==> config.mk <==
export PLATFORM = sky130hd
export DESIGN_NAME = axi_wr_arb
export DESIGN_NICKNAME = d
export VERILOG_FILES = /design/src/rtl/axi_wr_arb_pkg.sv /design/src/rtl/axi_wr_arb_rr.sv /design/src/rtl/axi_wr_arb.sv
export SDC_FILE = /design/constraint.sdc
export NUM_CORES = 1
export LEC_CHECK = 0
export BUFFER_PORTS_ARGS = -buffer_cell sky130_fd_sc_hd__clkbuf_2
export CORE_AREA = 2 2 149 151
export DETAILED_ROUTE_END_ITERATION = 10
export DIE_AREA = 0 0 151 153
export HOLD_SLACK_MARGIN = 0.06
export PLACE_DENSITY = 0.47
export SLEW_MARGIN = 10
export SYNTH_ARGS = -nofsm -noshare
export SYNTH_HDL_FRONTEND = slang
export SYNTH_SLANG_ARGS = --single-unit
==> constraint.sdc <==
create_clock -name clk -period 2.4 [get_ports clk]
set_clock_uncertainty 0.05 [all_clocks]
set_input_delay 0.36 -clock clk [delete_from_list [all_inputs] [get_ports clk]]
set_output_delay 0.36 -clock clk [all_outputs]
set_load 0.1 [all_outputs]
==> src/rtl/axi_wr_arb_pkg.sv <==
// Shared definitions for the two-requester AXI write arbiter:
// FSM state encoding, AXI burst/response codes and the outstanding-counter step.
package axi_wr_arb_pkg;

    typedef enum logic [1:0] {
        ST_IDLE = 2'd0,
        ST_ADDR = 2'd1,
        ST_DATA = 2'd2
    } state_e;

    localparam logic [1:0] AXI_BURST_FIXED = 2'd0;
    localparam logic [1:0] AXI_BURST_INCR  = 2'd1;
    localparam logic [1:0] AXI_BURST_WRAP  = 2'd2;

    localparam logic [1:0] AXI_RESP_OKAY   = 2'd0;
    localparam logic [1:0] AXI_RESP_EXOKAY = 2'd1;
    localparam logic [1:0] AXI_RESP_SLVERR = 2'd2;
    localparam logic [1:0] AXI_RESP_DECERR = 2'd3;

    // Next value of an outstanding-response counter. A simultaneous increment
    // and decrement cancel out; a decrement at zero is a protocol error from
    // downstream and is absorbed instead of wrapping.
    function automatic logic [3:0] cnt_next(input logic [3:0] cnt,
                                            input logic       inc,
                                            input logic       dec);
        logic [3:0] res;
        if (inc && !dec) begin
            res = cnt + 4'd1;
        end else if (dec && !inc && (cnt != 4'd0)) begin
            res = cnt - 4'd1;
        end else begin
            res = cnt;
        end
        return res;
    endfunction

endpackage

==> src/rtl/axi_wr_arb_rr.sv <==
// Two-way round-robin picker. The requester that did not win last time has
// priority; a lone requester always wins. Priority only moves when the
// caller reports that the grant was taken.
module axi_rr_arb2 (
    input  logic       clk,
    input  logic       rst,
    input  logic [1:0] req,
    input  logic       take,
    output logic [1:0] gnt
);

    logic pri_q;
    logic pri_d;

    // Pick the winner and compute the priority for the next decision.
    always_comb begin
        gnt   = 2'b00;
        pri_d = pri_q;
        if (req == 2'b11) begin
            gnt = pri_q ? 2'b10 : 2'b01;
        end else begin
            gnt = req;
        end
        if (take && (gnt != 2'b00)) begin
            pri_d = gnt[0];
        end else begin
            pri_d = pri_q;
        end
    end

    // Priority register; requester 0 is favoured out of reset.
    always_ff @(posedge clk) begin
        if (rst) begin
            pri_q <= 1'b0;
        end else begin
            pri_q <= pri_d;
        end
    end

endmodule

==> src/rtl/axi_wr_arb.sv <==
// Arbitrates two AXI write requesters (capture, processed-frame writer) onto
// one shared write channel. One burst is in flight on AW/W at a time; B
// responses are routed back by the low bit of BID, and each requester is
// limited to MAX_OUT unanswered bursts.
module axi_wr_arb
    import axi_wr_arb_pkg::*;
#(
    parameter int AXI_AW  = 32,
    parameter int AXI_DW  = 64,
    parameter int AXI_IDW = 2,
    parameter int MAX_OUT = 4
) (
    input  logic                  clk,
    input  logic                  rst,
    input  logic [AXI_AW-1:0]     s0_awaddr,
    input  logic [7:0]            s0_awlen,
    input  logic [2:0]            s0_awsize,
    input  logic [1:0]            s0_awburst,
    input  logic                  s0_awvalid,
    output logic                  s0_awready,
    input  logic [AXI_DW-1:0]     s0_wdata,
    input  logic [AXI_DW/8-1:0]   s0_wstrb,
    input  logic                  s0_wlast,
    input  logic                  s0_wvalid,
    output logic                  s0_wready,
    output logic [1:0]            s0_bresp,
    output logic                  s0_bvalid,
    input  logic                  s0_bready,
    input  logic [AXI_AW-1:0]     s1_awaddr,
    input  logic [7:0]            s1_awlen,
    input  logic [2:0]            s1_awsize,
    input  logic [1:0]            s1_awburst,
    input  logic                  s1_awvalid,
    output logic                  s1_awready,
    input  logic [AXI_DW-1:0]     s1_wdata,
    input  logic [AXI_DW/8-1:0]   s1_wstrb,
    input  logic                  s1_wlast,
    input  logic                  s1_wvalid,
    output logic                  s1_wready,
    output logic [1:0]            s1_bresp,
    output logic                  s1_bvalid,
    input  logic                  s1_bready,
    output logic [AXI_IDW-1:0]    m_awid,
    output logic [AXI_AW-1:0]     m_awaddr,
    output logic [7:0]            m_awlen,
    output logic [2:0]            m_awsize,
    output logic [1:0]            m_awburst,
    output logic                  m_awvalid,
    input  logic                  m_awready,
    output logic [AXI_DW-1:0]     m_wdata,
    output logic [AXI_DW/8-1:0]   m_wstrb,
    output logic                  m_wlast,
    output logic                  m_wvalid,
    input  logic                  m_wready,
    input  logic [AXI_IDW-1:0]    m_bid,
    input  logic [1:0]            m_bresp,
    input  logic                  m_bvalid,
    output logic                  m_bready
);

    state_e              state_q, state_d;
    logic                grant_q, grant_d;
    logic [AXI_AW-1:0]   awaddr_q, awaddr_d;
    logic [7:0]          awlen_q, awlen_d;
    logic [2:0]          awsize_q, awsize_d;
    logic [1:0]          awburst_q, awburst_d;
    logic [3:0]          out0_q, out0_d;
    logic [3:0]          out1_q, out1_d;
    logic [1:0]          elig_s;
    logic [1:0]          gnt_s;
    logic                arb_take_s;
    logic                aw_acc_s;
    logic                b_hs_s;
    logic                unused_bid_s;

    // A requester may only compete while it has room for another response.
    always_comb begin
        elig_s[0] = s0_awvalid && (out0_q < 4'(MAX_OUT));
        elig_s[1] = s1_awvalid && (out1_q < 4'(MAX_OUT));
    end

    axi_rr_arb2 u_rr (
        .clk  (clk),
        .rst  (rst),
        .req  (elig_s),
        .take (arb_take_s),
        .gnt  (gnt_s)
    );

    // Burst FSM: accept one AW upstream, present it downstream, then stream W.
    always_comb begin
        state_d    = state_q;
        grant_d    = grant_q;
        awaddr_d   = awaddr_q;
        awlen_d    = awlen_q;
        awsize_d   = awsize_q;
        awburst_d  = awburst_q;
        arb_take_s = 1'b0;
        s0_awready = 1'b0;
        s1_awready = 1'b0;
        m_awvalid  = 1'b0;
        m_wdata    = '0;
        m_wstrb    = '0;
        m_wlast    = 1'b0;
        m_wvalid   = 1'b0;
        s0_wready  = 1'b0;
        s1_wready  = 1'b0;
        case (state_q)
            ST_IDLE: begin
                if (!rst && (gnt_s != 2'b00)) begin
                    arb_take_s = 1'b1;
                    s0_awready = gnt_s[0];
                    s1_awready = gnt_s[1];
                    grant_d    = gnt_s[1];
                    awaddr_d   = gnt_s[1] ? s1_awaddr  : s0_awaddr;
                    awlen_d    = gnt_s[1] ? s1_awlen   : s0_awlen;
                    awsize_d   = gnt_s[1] ? s1_awsize  : s0_awsize;
                    awburst_d  = gnt_s[1] ? s1_awburst : s0_awburst;
                    state_d    = ST_ADDR;
                end else begin
                    state_d    = ST_IDLE;
                end
            end
            ST_ADDR: begin
                m_awvalid = !rst;
                if (m_awready) begin
                    state_d = ST_DATA;
                end else begin
                    state_d = ST_ADDR;
                end
            end
            ST_DATA: begin
                if (rst) begin
                    m_wvalid = 1'b0;
                end else if (grant_q) begin
                    m_wdata   = s1_wdata;
                    m_wstrb   = s1_wstrb;
                    m_wlast   = s1_wlast;
                    m_wvalid  = s1_wvalid;
                    s1_wready = m_wready;
                end else begin
                    m_wdata   = s0_wdata;
                    m_wstrb   = s0_wstrb;
                    m_wlast   = s0_wlast;
                    m_wvalid  = s0_wvalid;
                    s0_wready = m_wready;
                end
                if (m_wvalid && m_wready && m_wlast) begin
                    state_d = ST_IDLE;
                end else begin
                    state_d = ST_DATA;
                end
            end
            default: begin
                state_d = ST_IDLE;
            end
        endcase
    end

    // Downstream AW fields come straight from the holding register.
    always_comb begin
        m_awid    = AXI_IDW'(grant_q);
        m_awaddr  = awaddr_q;
        m_awlen   = awlen_q;
        m_awsize  = awsize_q;
        m_awburst = awburst_q;
    end

    // Route the shared B channel to the requester named by BID bit 0.
    always_comb begin
        unused_bid_s = ^m_bid;
        s0_bresp     = m_bresp;
        s1_bresp     = m_bresp;
        s0_bvalid    = m_bvalid && !m_bid[0] && !rst;
        s1_bvalid    = m_bvalid &&  m_bid[0] && !rst;
        if (rst) begin
            m_bready = 1'b0;
        end else if (m_bid[0]) begin
            m_bready = s1_bready;
        end else begin
            m_bready = s0_bready;
        end
    end

    // Track unanswered bursts per requester: +1 on AW accept, -1 on B.
    always_comb begin
        aw_acc_s = m_awvalid && m_awready;
        b_hs_s   = m_bvalid && m_bready;
        out0_d   = cnt_next(out0_q, aw_acc_s && !grant_q, b_hs_s && !m_bid[0]);
        out1_d   = cnt_next(out1_q, aw_acc_s &&  grant_q, b_hs_s &&  m_bid[0]);
    end

    // State, grant, AW holding register and counters.
    always_ff @(posedge clk) begin
        if (rst) begin
            state_q   <= ST_IDLE;
            grant_q   <= 1'b0;
            awaddr_q  <= '0;
            awlen_q   <= 8'd0;
            awsize_q  <= 3'd0;
            awburst_q <= 2'd0;
            out0_q    <= 4'd0;
            out1_q    <= 4'd0;
        end else begin
            state_q   <= state_d;
            grant_q   <= grant_d;
            awaddr_q  <= awaddr_d;
            awlen_q   <= awlen_d;
            awsize_q  <= awsize_d;
            awburst_q <= awburst_d;
            out0_q    <= out0_d;
            out1_q    <= out1_d;
        end
    end

endmodule

## Yosys cells after proc, flatten, opt, wreduce, memory -nomap -nowiden

Index checks and enable logic that the tools add are counted.

- Add/subtract/negate cells: 4
- $lt $le $gt $ge: 2
- Equal/unequal tests: 3
- Mux-type cells: 43
- Reductions and logical operators: 36

Operators by type and width:

| cell | number |
|---|---|
| 2-to-1 mux 64 bit | 3 |
| 2-to-1 mux 32 bit | 1 |
| 2-to-1 mux 8 bit | 4 |
| 2-to-1 mux 1 bit | 24 |
| logical AND 1 bit | 22 |
| 2-to-1 mux 4 bit | 4 |
| 2-to-1 mux 2 bit | 5 |
| adder 4 x 1 -> 4 bit, second input constant | 2 |
| < comparator 4 x 3 -> 1 bit, second input constant | 2 |
| nonzero test 4 bit | 2 |
| subtractor 4 x 1 -> 4 bit, second input constant | 2 |
| zero test 1 bit | 7 |
| case mux 2 bit (3 select lines) | 1 |
| nonzero test 2 bit | 3 |
| == test 2 bit, second input constant | 2 |
| 2-to-1 mux 3 bit | 1 |
| == test 2 x 1 -> 1 bit, second input constant | 1 |
| zero test 2 bit | 1 |
| AND reduction 2 bit | 1 |

- Flip-flop bits (word level): 57

## Logic depth before layout (Yosys ltp)

Gate-level depths: netlist of the first run.

- Depth in word-level cells: 9
- Depth in mapped cells: 9
- Gate-level depth less buffers: 8

## Hierarchy

Synthesis of the first run repeated with hierarchy kept, for this count alone.

- Cells, all modules: 478
- Area total of the unflattened synthesis: 4,100.2 um2

Modules (own cells, without submodules):

| module | times used | cells an instance | area each (um2) | seq. area each (um2) |
|---|---|---|---|---|
| axi_wr_arb | 1 | 471 | 4,035.1 | 1,121.1 |
| axi_rr_arb2 | 1 | 7 | 65.1 | 20.0 |

## Worst setup path after synthesis of the first run

OpenSTA, ideal clock, no wires.

- Path kind: in2reg
- Start: input s0_awvalid
- End: register u_rr.pri_q
- Arrival: 3.455 ns
- Path slack: -1.172 ns
- Stages: 3
- Cells stage by stage: or3b_4 a211oi_1 o21ba_2

- Cells in the longest elaborated chain, start to end: 8

RTL lines:

| item | RTL line | RTL |
|---|---|---|
| start: declaration | axi_wr_arb.sv:19 | `input logic s0_awvalid,` |
| logical AND 1 bit * | axi_wr_arb.sv:78 | `elig_s[0] = s0_awvalid && (out0_q < 4'(MAX_OUT));` |
| == test 2 bit | axi_wr_arb_rr.sv:19 | `if (req == 2'b11) begin` |
| 2-to-1 mux 2 bit * | axi_wr_arb_rr.sv:19 |  |
| nonzero test 2 bit | axi_wr_arb_rr.sv:24, axi_wr_arb.sv:110 |  |
| logical AND 1 bit | axi_wr_arb.sv:110 | `if (!rst && (gnt_s != 2'b00)) begin` |
| 2-to-1 mux 1 bit | axi_wr_arb.sv:110 |  |
| 2-to-1 mux 1 bit | axi_wr_arb.sv:108 | `case (state_q)` |
| logical AND 1 bit | axi_wr_arb_rr.sv:24 | `if (take && (gnt != 2'b00)) begin` |
| end signal: assignment | axi_wr_arb_rr.sv:36 | `pri_q <= pri_d;` |
| end: declaration | axi_wr_arb_rr.sv:12 | `logic pri_q;` |

Every way passes the cells marked *; elsewhere a longest branch is shown, timed or not.
A chain may end at the register's enable or synchronous reset.

## Worst setup path after layout of the first run

- Start: register state_q[1]
- End: output m_wdata[37]

- Cells in the longest elaborated chain, start to end: 2

RTL lines:

| item | RTL line | RTL |
|---|---|---|
| start: declaration | axi_wr_arb.sv:61 | `state_e state_q, state_d;` |
| start signal: assignment | axi_wr_arb.sv:205 | `state_q <= state_d;` |
| == test 2 bit | axi_wr_arb.sv:108 |  |
| 2-to-1 mux 64 bit | axi_wr_arb.sv:108 |  |
| end: declaration | axi_wr_arb.sv:50 | `output logic [AXI_DW-1:0] m_wdata,` |

No other way between the ends.

==> run summary, run 1 <==
syn_nets: 781
clock root buffer: clkbuf_16
clock buffer depth: 2
final hold slack: 0.2294 ns
H-tree levels: 3
max_slew headroom: 61.44%
dpl ws: 0.05826 ns
Final GP Congestion: 0.8075
most frequent cell after synthesis: nor2_1
Synth Register Bits: 57
crit path DAT: 1.91 ns
CP Class: reg2out
Final WS setup: 0.07525 ns
clk slew on worst S/H paths: 0.05 ns
Async SR Flop Fraction: 0%
Iter 0 DRT Violations: 140
most used cell, CP: buf_12
Avg Vias per Cell: 4.345
PD cells: 614.6 nW/um^2
Starting Density: 19.42%
top-area cell type share of the netlist area: 27.35%
die height: 153 um
Worst Path Buf+Inv: 2
initial antenna violation count: 3
Tot Pwr: 0.004955 W
Worst Max-Slew Pin Slew: 0.5809 ns
Final period util: 96.86%
# setup viols final: 0
Die Area: 23,100 um^2
footprint of the multi-input gates: 2828 um^2
Final ANT Viol Nets: 0
Yosys top cell by area: dfxtp_1
Post-layout nets: 1,148
Mapped Cells: 524
fillcell total: 2,245
WL per Instance: 16.48 um
HPWL Detailed: 16,080 um
# hold bufs at CTS: 0
top_reg_cell synth: dfxtp_1
Die W: 151 um
Worst Hold Class: in2reg
clock insertion delay at the later pin of the skew report: 0.32 ns
Mapped Area: 4172 um^2
gr usage total: 15.95%
Rows: 54
synthesis warning total: 0
Overflow after GRT: 0
syn avg cell area: 7.961 um^2
DR vias: 5,110
most frequent cells after synthesis: nor2_1 (124), nand2_1 (82), mux2i_1 (77), dfxtp_1 (57), buf_2 (26)
Final Util: 37.53%
run status: finished, final reports clean
Port Buffers: 375
Crit path largest cell delay: 0.50 ns
Max Freq: 430.2 MHz
TritonCTS clock tree: yes
Seq/Total Area, Yosys: 27.35%
Area Growth Syn to Fin: 93.28%
RSZ-0062 raised after global routing: no
Final Hold Violating Endpoints: 0
startpoint types: flip-flop
Max Transition Viols Final: 0
Distinct cells, synth: 53
required time worst endpoint: 1.99 ns
delay-heaviest family, CP: simple AND/OR/NAND/NOR gates
TritonCTS Sinks: 57
sequential cell area: 1145 um^2
peak supply drop: 0.0003714 V
DRT Pass-1 Iters: 4
Placed Cells: 1,156
min Tclk post-route: 2.325 ns
Leakage: 3.610 nW
vias in the first global route: 4,976
Num CTS Buffers: 9
ranking of synthesized cells by area: dfxtp_1 (27%), mux2i_1 (18%), nor2_1 (11%)
Finished Layout Cells: 1,176
Max Cap Viol: 0
Post-Route WL: 19,380 um
crit end category: primary output
largest net degree at the start of global routing: 52
first-pass GRT wire length: 28,070 um
Post-synth EDFFs: 0
Worst Path Max Fanout: 42
layout cells sized above 1: 53.97%
io pins: 384
Crit-path slowest cell: or3b_4
DRC viols: 0
core area: 21,490 um^2
worst path cell trace: or3b_4 -> buf_12 -> nor2_1 -> buf_12
worst reg2reg max path: stages (launching register included):
cell      delay, ns
dfxtp_1        0.35
and4bb_2       0.34
and3_1         0.18
inv_1          0.06
ha_1           0.31
a21oi_1        0.28
a21boi_0       0.14
mux2i_1        0.14
o311ai_0       0.12
power by group:
group	leakage (nW)	switching [W]	internal, W
registers	0.469	0.0000777	0.00106
logic	2.98	0.00167	0.000727
clock network	0.162	0.000434	0.000988
repair_timing:
item | CTS | global route
buffers inserted | 0 | 3
gates resized for setup | 0 | 1
endpoints found under the setup margin | 0 | 41
cells in the final DEF, fill, tap and decap left out, drive strengths merged, types with 6 or more instances in the layout:
cell and count:
o21ai 6, a21oi 11, nor2 124, buf 110, clkbuf 310, mux2i 77, dfxtp 57, nand3 8
nand2 92, a311oi 45
per-layer routing:
| metal | wire length [um] | global-route usage (%) |
|---|---|---|
| met5 | 21 | 0 |
| met4 | 282 | 3.738 |
| met3 | 2837 | 9.970 |
| met2 | 9286 | 27.60 |
| met1 | 6954 | 16.13 |
through the flow:
stage | instance area (um^2) | TNS [ns]
after floorplan | 4257 | -35.35
after global placement | 7675 | 0
after detailed placement | 7675 | 0
after global routing | 8063 | 0
after CTS | 8005 | 0
final | 8063 | 0
cells by family after synthesis:
| kind of cell | after synthesis | share of synthesized area, % |
|---|---|---|
| adders and majority gates | 6 | 2.160 |
| buffers and inverters | 56 | 7.348 |
| other | 1 | 0.08990 |
| muxes | 77 | 18.48 |
| xor gates and xnor gates | 2 | 0.4200 |
| and+or+nand+nor | 248 | 25.77 |
| DFF | 57 | 27.35 |
| AOI/OAI and AO/OA | 77 | 18.39 |
layout make-up:
| class | count | share of cell area, % |
|---|---|---|
| clock buffers | 13 | 3.352 |
| clock inverters | 2 | 0.7449 |
| inverters | 5 | 0.2328 |
| diodes | 1 | 0.03104 |
| flip-flops and latches | 57 | 14.20 |
| well taps | 280 | 4.345 |
| repair buffers | 407 | 42.02 |
| multi-input cells | 411 | 35.07 |
sequential cells by signal, summed over array words and instances, names as in the netlist:
register	cells
m_awlen	8
m_awsize	3
m_awaddr	32
m_awburst	2
u_rr.pri_q	1
grant_q	1
out1_q	4
out0_q	4
state_q	2
final timing paths:
path | start | endpoint | slack [ns] | cells past startpoint
hold / removal | s1_awaddr[18] | m_awaddr[18] | 0.23 | 3
setup reg to reg | state_q[1] | out1_q[3] | 0.29 | 8
setup / recovery | state_q[1] | m_wdata[37] | 0.08 | 4
hold reg to reg | m_awaddr[30] | m_awaddr[30] | 0.45 | 2
Note: power is estimated with default switching activity, not from simulation.
==> inputs of run 2 (changes only) <==
CORE_AREA = 2 2 151 153   (was 2 2 149 151)
CTS_BUF_LIST = sky130_fd_sc_hd__clkbuf_8   (was default)
CTS_CLUSTER_SIZE = 25   (was default)
DIE_AREA = 0 0 153 155   (was 0 0 151 153)
PLACE_DENSITY = 0.46   (was 0.47)
==> run summary, run 2 (same netlist as run 1, synthesis figures left out) <==
Tot Pwr: 0.004463 W
peak supply drop: 0.0002141 V
CP Class: reg2out
Worst Max-Slew Pin Slew: 0.7760 ns
most common cell after layout, fill and taps aside: clkbuf_2
gr usage total: 15.36%
placed instance area: 7601 um^2
# hold bufs at CTS: 0
Die W: 153 um
TritonCTS clock tree: yes
Port Buffers: 375
largest net degree at the start of global routing: 66
startpoint types: flip-flop
Met3 Wirelength: 2360 um
TritonCTS Sinks: 57
crit path DAT: 1.84 ns
Final Cell Area: 7838 um^2
vias in the first global route: 5,008
Final period util: 93.89%
footprint of the multi-input gates: 2838 um^2
Worst Hold Class: in2reg
RSZ-0062 raised after global routing: no
Placed Cells: 1,150
Num CTS Buffers: 9
Max Cap Viol: 0
die height: 155 um
DRC viols: 0
DRT Pass-1 Iters: 4
clock root buffer: clkbuf_8
max_slew headroom: 48.26%
clk slew on worst S/H paths: 0.07 ns
Final ANT Viol Nets: 0
Starting Density: 18.77%
Area Growth Syn to Fin: 87.88%
Finished Layout Cells: 1,166
Die Area: 23,720 um^2
diode count: 0
max reg flops: 32
TNS Setup: 0 ns
initial antenna violation count: 0
DR vias: 5,058
Post-Route WL: 18,770 um
Max Transition Viols Final: 0
Post-layout nets: 1,134
required time worst endpoint: 1.99 ns
Final Hold Violating Endpoints: 0
core area: 22,230 um^2
layout cells sized above 1: 53.92%
clock insertion delay at the later pin of the skew report: 0.33 ns
clock buffer depth: 2
sequential cell area: 1146 um^2
Overflow after GRT: 0
run status: finished, final reports clean
Avg Vias per Cell: 4.338
Rows: 55
Leakage: 3.481 nW
HPWL Detailed: 15,540 um
fillcell total: 2,341
# setup viols final: 0
leading cell types in the layout, fill and taps excluded: clkbuf_2 (295), nor2_1 (107), buf_12 (84), nand2_1 (82), mux2i_1 (77)
final hold slack: 0.2118 ns
H-tree levels: 3
min Tclk post-route: 2.253 ns
Worst Path Max Fanout: 37
crit end category: primary output
Final GP Congestion: 0.7500
Met1 Wirelength: 6831 um
io pins: 384
met2 wire length: 9445 um
WL per Instance: 16.10 um
first-pass GRT wire length: 28,520 um
Iter 0 DRT Violations: 173
PD cells: 569.4 nW/um^2
Max Freq: 443.8 MHz
Top Layer Used: met4
run 2: critical path, cell delays in order, from the launching register on:
cell and delay [ns]:
dfxtp_2 0.38, or3b_4 0.43, buf_12 0.20, inv_1 0.09, and3_1 0.20, buf_12 0.18
run 2: report_power, final:
part           leakage (nW)  total [W]  internal [W]  switching, W
logic                  2.90    0.00234      0.000687       0.00165
registers             0.470    0.00114       0.00106     0.0000805
clock network         0.112   0.000985      0.000586      0.000399
run 2: timing repair:
action | in CTS | in global routing
resized for setup | 5 | 1
buffers inserted | 1 | 0
endpoints found under the setup margin | 31 | 2
run 2: final timing paths:
path | slack, ns | cells after the start | end | from
worst max-delay path | 0.15 | 5 | s1_wready | state_q[1]
worst min-delay path | 0.21 | 3 | m_awburst[1] | s1_awburst[1]
worst max register to register | 0.33 | 8 | out1_q[3] | state_q[0]
worst min register to register | 0.45 | 2 | m_awaddr[27] | m_awaddr[27]
run 2: routing by layer:
metal  global-route usage, %  vias up
li1                        -     2529
met1                   16.44     2292
met2                   27.18      231
met3                   8.022        6
met4                   3.042        0
met5                       0        -
run 2: cell type report:
cell class / instances / share of cell area, %
clock buffers: 13 / 2.283
clock inverters: 2 / 0.4470
repair buffers: 393 / 41.65
well taps: 285 / 4.550
flip-flops and latches: 57 / 14.62
multi-input cells: 411 / 36.21
inverters: 5 / 0.2395
run 2: stage by stage:
step	setup slack, ns	utilization (%)
final	0.1466	35.26
after global routing	0.02748	35.26
after CTS	0.06392	35.25
after detailed placement	0.1032	34.20
after global placement	0.09426	34.20
after floorplan	-0.5713	-
